File: src/rtl/control_interface_output.sv
// Double-buffered serialiser: sta captures into the back bank, an exchange streams the front bank.
// Optional macro OUTPUT_CHECKSUM_EN appends an XOR checksum word to each stream.
module control_interface_output #(
   parameter int N_OUT  = 13,
   parameter int DATA_W = 32,
   parameter int ADDR_W = 4
) (
   input  logic                      clk,
   input  logic                      rst,
   input  logic                      sta,
   input  logic [N_OUT*DATA_W-1:0]   I_s,
   input  logic                      exchange_data_sig,
   output logic [DATA_W-1:0]         I_METER,
   output logic                      valid_out,
   output logic                      last_out,
   output logic                      stale_out,
   output logic                      busy,
   output logic                      overrun,
   output logic                      done_sig
);

   typedef enum logic [1:0] {S_IDLE, S_ARM, S_SEND} state_t;

`ifdef OUTPUT_CHECKSUM_EN
   localparam logic [ADDR_W-1:0] K_LAST = ADDR_W'(N_OUT);
`else
   localparam logic [ADDR_W-1:0] K_LAST = ADDR_W'(N_OUT - 1);
`endif

   state_t              r_state;
   state_t              w_state_next;
   logic [DATA_W-1:0]   r_bank [2][N_OUT];
   logic                r_sel;
   logic                r_fresh;
   logic                r_stale;
   logic [ADDR_W-1:0]   r_k;
   logic                w_swap;
   logic                w_sel_next;
   logic                w_send;
   logic                w_k_last;
   logic [DATA_W-1:0]   w_word;

   always_ff @(posedge clk or posedge rst) begin
      if (rst) r_state <= S_IDLE;
      else     r_state <= w_state_next;
   end

   always_comb begin
      w_state_next = r_state;
      case (r_state)
         S_IDLE:  if (exchange_data_sig) w_state_next = S_ARM;
         S_ARM:   w_state_next = S_SEND;
         S_SEND:  if (w_k_last) w_state_next = S_IDLE;
         default: w_state_next = S_IDLE;
      endcase
   end

   assign w_send     = (r_state == S_SEND);
   assign w_k_last   = (r_k == K_LAST);
   assign w_swap     = (r_state == S_ARM) && r_fresh;
   assign w_sel_next = r_sel ^ w_swap;
   assign busy       = (r_state != S_IDLE);

`ifdef OUTPUT_CHECKSUM_EN
   logic [DATA_W-1:0] r_csum;
   logic              w_is_csum;
   logic [ADDR_W-1:0] w_kidx;

   assign w_is_csum = (r_k == ADDR_W'(N_OUT));
   assign w_kidx    = w_is_csum ? '0 : r_k;
   assign w_word    = w_is_csum ? r_csum : r_bank[r_sel][w_kidx];

   always_ff @(posedge clk or posedge rst) begin
      if (rst)                       r_csum <= '0;
      else if (r_state == S_ARM)     r_csum <= '0;
      else if (w_send && !w_is_csum) r_csum <= r_csum ^ w_word;
   end
`else
   assign w_word = r_bank[r_sel][r_k];
`endif

   always_ff @(posedge clk or posedge rst) begin
      if (rst) begin
         for (int unsigned b = 0; b < 2; b++)
            for (int unsigned i = 0; i < N_OUT; i++)
               r_bank[b][i] <= '0;
         r_sel     <= 1'b0;
         r_fresh   <= 1'b0;
         r_stale   <= 1'b0;
         r_k       <= '0;
         I_METER   <= '0;
         valid_out <= 1'b0;
         last_out  <= 1'b0;
         stale_out <= 1'b0;
         overrun   <= 1'b0;
         done_sig  <= 1'b0;
      end else begin
         r_sel <= w_sel_next;
         // Capture targets the bank that is back after this edge's swap, so the stream is untouched.
         if (sta)
            for (int unsigned i = 0; i < N_OUT; i++)
               r_bank[~w_sel_next][i] <= I_s[i*DATA_W +: DATA_W];
         if (sta)
            r_fresh <= 1'b1;
         else if (w_swap)
            r_fresh <= 1'b0;
         if (r_state == S_ARM)
            r_stale <= ~r_fresh;
         if (w_send && !w_k_last) r_k <= r_k + 1'b1;
         else                     r_k <= '0;
         valid_out <= w_send;
         I_METER   <= w_send ? w_word : '0;
         last_out  <= w_send && w_k_last;
         stale_out <= w_send && r_stale;
         done_sig  <= last_out;
         if (exchange_data_sig && busy)
            overrun <= 1'b1;
      end
   end

endmodule

File: config.mk
export PLATFORM = sky130hd
export DESIGN_NAME = control_interface_output
export DESIGN_NICKNAME = d
export VERILOG_FILES = /design/src/rtl/control_interface_output.sv
export SDC_FILE = /design/constraint.sdc
export NUM_CORES = 2
export LEC_CHECK = 0
export ABC_AREA = 1
export ABC_CLOCK_PERIOD_IN_PS = 45100
export CORE_UTILIZATION = 55
export DETAILED_ROUTE_END_ITERATION = 8
export DONT_BUFFER_PORTS = 1
export MAX_ROUTING_LAYER = met4
export PLACE_DENSITY_LB_ADDON = 0.2
export SYNTH_ARGS = -nofsm -noshare
export SYNTH_HDL_FRONTEND = slang
export SYNTH_SLANG_ARGS = --single-unit
export TNS_END_PERCENT = 100
File: constraint.sdc
create_clock -name clk -period 45.1 [get_ports clk]
set_input_delay 9.02 -clock clk [delete_from_list [all_inputs] [get_ports clk]]
set_output_delay 9.02 -clock clk [all_outputs]
set_load 0.05 [all_outputs]
==> results.tsv <==
stage	metric	value	unit
detailed_routing	dr.pass1.iters	6	
die	die_y	277.9	um
finish	nets	5741	
finish	final_util	60.05	%
place	dpl_cell_area	0.04171	mm^2
detailed_routing	routed_wl	133.9	mm
worst_setup_path	crit_slowest_cell	buf_4	
detailed_routing	antenna_left	0	
logic_synthesis	yosysSeqAreaShare	52.47	%
cts	clock-sinks	878	
worst_setup_path	r2r_setup_slack	39.72	ns
detailed_routing	via_per_inst	5.492	
global_routing	grt.total_usage	35.56	%
worst_setup_path	crit_path_end	r_bank[253]	
finish	final_cell_mix	1,772 x nand2_1, 875 x dfrtp_1, 647 x inv_1	
global_routing	grt_pass1_wl	201.4	mm
timing	fin_skew	0.02342	ns
timing	period_share	25.47	%
timing	finalMaxSlewViolations	110	
detailed_routing	wl_per_cell	21.01	um
cts	postCtsResizedCells	0	
logic_synthesis	synth_edf_count	0	
worst_setup_path	cp_cell_sequence	inv_8 > buf_4 > buf_4 > buf_4	
die	dieArea	0.07724	mm^2
cts	postCtsHoldBufs	0	
worst_setup_path	cp_slowest_stage_delay	0.88	ns
run_status	violations	max-slew violations	
cts	cts_setup_buffers	0	
cts	path_clk_slew	0.06	ns
power_and_ir_drop	p_total	0.003522	W
cts	clock_latency	0.66	ns
finish	final_common_cell	nand2_1	
worst_setup_path	crit_buf_inv	4	
finish	area_delta_synth_final	7.470	%
logic_synthesis	avgSynthCellArea	7.537	um^2
worst_setup_path	worstPathMaxFanout	125	
die	die_w	277.9	um
global_routing	overflow	0	
cts	numCtsBuffers	94	
logic_synthesis	syn-cell-area	0.04187	mm^2
power_and_ir_drop	power.density	78.27	mW/mm^2
logic_synthesis	netlist_instances	5556	
die	num_rows	100	
place	detailed_place_hpwl	88.32	mm
cts	cts_tree	done	
job	drv_cap	0	
power_and_ir_drop	power_leakage	23.31	nW
power_and_ir_drop	irDropWorstVdd	0.04877	mV
worst_setup_path	critPathArrivalTime	12.12	ns
logic_synthesis	yosys_most_used_dff	dfrtp_1	
logic_synthesis	async_flop_share	100.0	%
run_status	status	finished, violations left	
cts	root_buffer	clkbuf_16	
worst_hold_path	hold_class	flop to flop	
worst_setup_path	endpoint_kind	async pin	
detailed_routing	vias	34994	
worst_setup_path	path_depth	4	
worst_setup_path	rr_worst_depth	8	
place	routabilityCongestion	0.9222	
logic_synthesis	ys_types	23	
timing	tightest_slew	1.549	ns
logic_synthesis	yosys_warnings	0	
timing	max_freq	87.06	MHz
detailed_routing	first_iter_violations	3937	
worst_setup_path	reg2reg_to	r_bank[131]	
worst_setup_path	timing.rr.start	r_sel	
logic_synthesis	synth_fp_nets	5978	
global_routing	grt_max_degree	293	
global_routing	antenna_found_initial	5	
cts	cts_max_level	3	
die	coreArea	0.07495	mm^2
timing	setup_viol	0	
place	place.port_buffers	0	
timing	fin_tns_setup	0	ns
timing	relSlewSlack	-3.282	%
worst_setup_path	cp_top_family	buffers and inverters	
timing	hold_viol	0	
worst_setup_path	critPathRequiredTime	45.74	ns
die	ioPinCount	458	
logic_synthesis	ys_ff_latch	878	
detailed_routing	route.detailed.drc	0	
cts	cts.path.max_buffers	3	
finish	final_area	0.04500	mm^2
worst_setup_path	cpMostUsedCell	buf_4	
die	start_util	55.87	%
worst_setup_path	start_kind	input port	
global_routing	grt_pass1_vias	32750	
worst_setup_path	critical_path_class	input port to async pin	
timing	rsz0062_at_grt	false	
worst_setup_path	startpoint	rst	
finish	drive_gt1_share	4.096	%
timing	fin_crit	11.49	ns
report_power, final:
group,internal [W],leakage (nW),switching [W],total [W]
Combinational,0.000396,11.2,0.000989,0.00139
Sequential,0.00115,10.5,0.000168,0.00132
Clock,0.000488,1.60,0.000326,0.000814
worst min-delay path: stages (launching register included):
cell,delay (ns)
dfrtp_1,0.34
nand2_1,0.05
nand2_1,0.04
per-layer routing:
layer	share of wire (%)	track usage (%)
met5	0	-
met2	48	55.58
met4	5.2	16.76
met3	8.3	7.850
met1	39	44.01
logic make-up (layout without fill, tap and decap cells):
kind of cell    after synthesis  after routing  share of synthesized area (%)
compound gates              864            864                          10.51
xor+xnor                      1              1                        0.02092
simple gates               2782           2782                          26.67
fa+ha+maj                     2              2                        0.05975
flops                       878            878                          52.47
other cells                   0              8                              0
buf+inv                    1029            868                          10.26
synth_stat cells (5+ instances only):
cell type / count / area [um^2]
nor2_1: 449 / 1685
buf_1: 38 / 142.6
o21ai_1: 30 / 150.1
buf_6: 5 / 56.30
nand2_1: 1773 / 6655
o211ai_1: 30 / 225.2
nand3_1: 551 / 2758
inv_1: 650 / 2440
buf_4: 28 / 210.2
inv_2: 6 / 22.52
buf_2: 233 / 1166
a21oi_1: 284 / 1421
clkbuf_1: 68 / 255.2
dfrtp_1: 878 / 21970
o21ai_0: 519 / 2597
final cells by class:
cell class / instances / area, um^2
well taps: 969 / 1212
clock buffers: 135 / 2799
multi-input cells: 3649 / 15640
repair buffers: 39 / 380.4
fillers: 6876 / 29950
diodes: 8 / 20.02
clock inverters: 37 / 478.0
inverters: 657 / 2487
flip-flops and latches: 878 / 21980
sequential cells by signal, summed over array words and instances, names as in the netlist:
name and flops:
overrun 1, r_k 4, last_out 1, r_state 2
r_bank 832, valid_out 1, I_METER 32, r_sel 1
stale_out 1, done_sig 1, r_fresh 1, r_stale 1
stage by stage:
| step | hold slack, ns | setup WS [ns] | std cells |
|---|---|---|---|
| 6_report | 0.4669 | 33.61 | 6372 |
| 5_1_grt | 0.4832 | 33.05 | 6372 |
| 4_1_cts | 0.4681 | 33.39 | 6364 |
| 3_5_place_dp | 0.4528 | 32.71 | 6192 |
| 3_3_place_gp | 0.4494 | 32.73 | 6192 |
| 2_1_floorplan | 0.4367 | 11.40 | 5556 |
worst min-delay path by stage:
stage / to / from / slack, ns / cells after the start
2_1_floorplan: r_bank[0] / r_bank[0] / 0.44 / 2
3_3_place_gp: r_bank[11] / r_bank[11] / 0.45 / 2
3_5_place_dp: r_bank[2] / r_bank[2] / 0.45 / 2
4_1_cts: r_bank[20] / r_bank[20] / 0.47 / 2
5_1_grt: r_bank[20] / r_bank[20] / 0.48 / 2
6_report: r_bank[6] / r_bank[6] / 0.47 / 2
No activity file was read; power rests on OpenSTA's default activity.
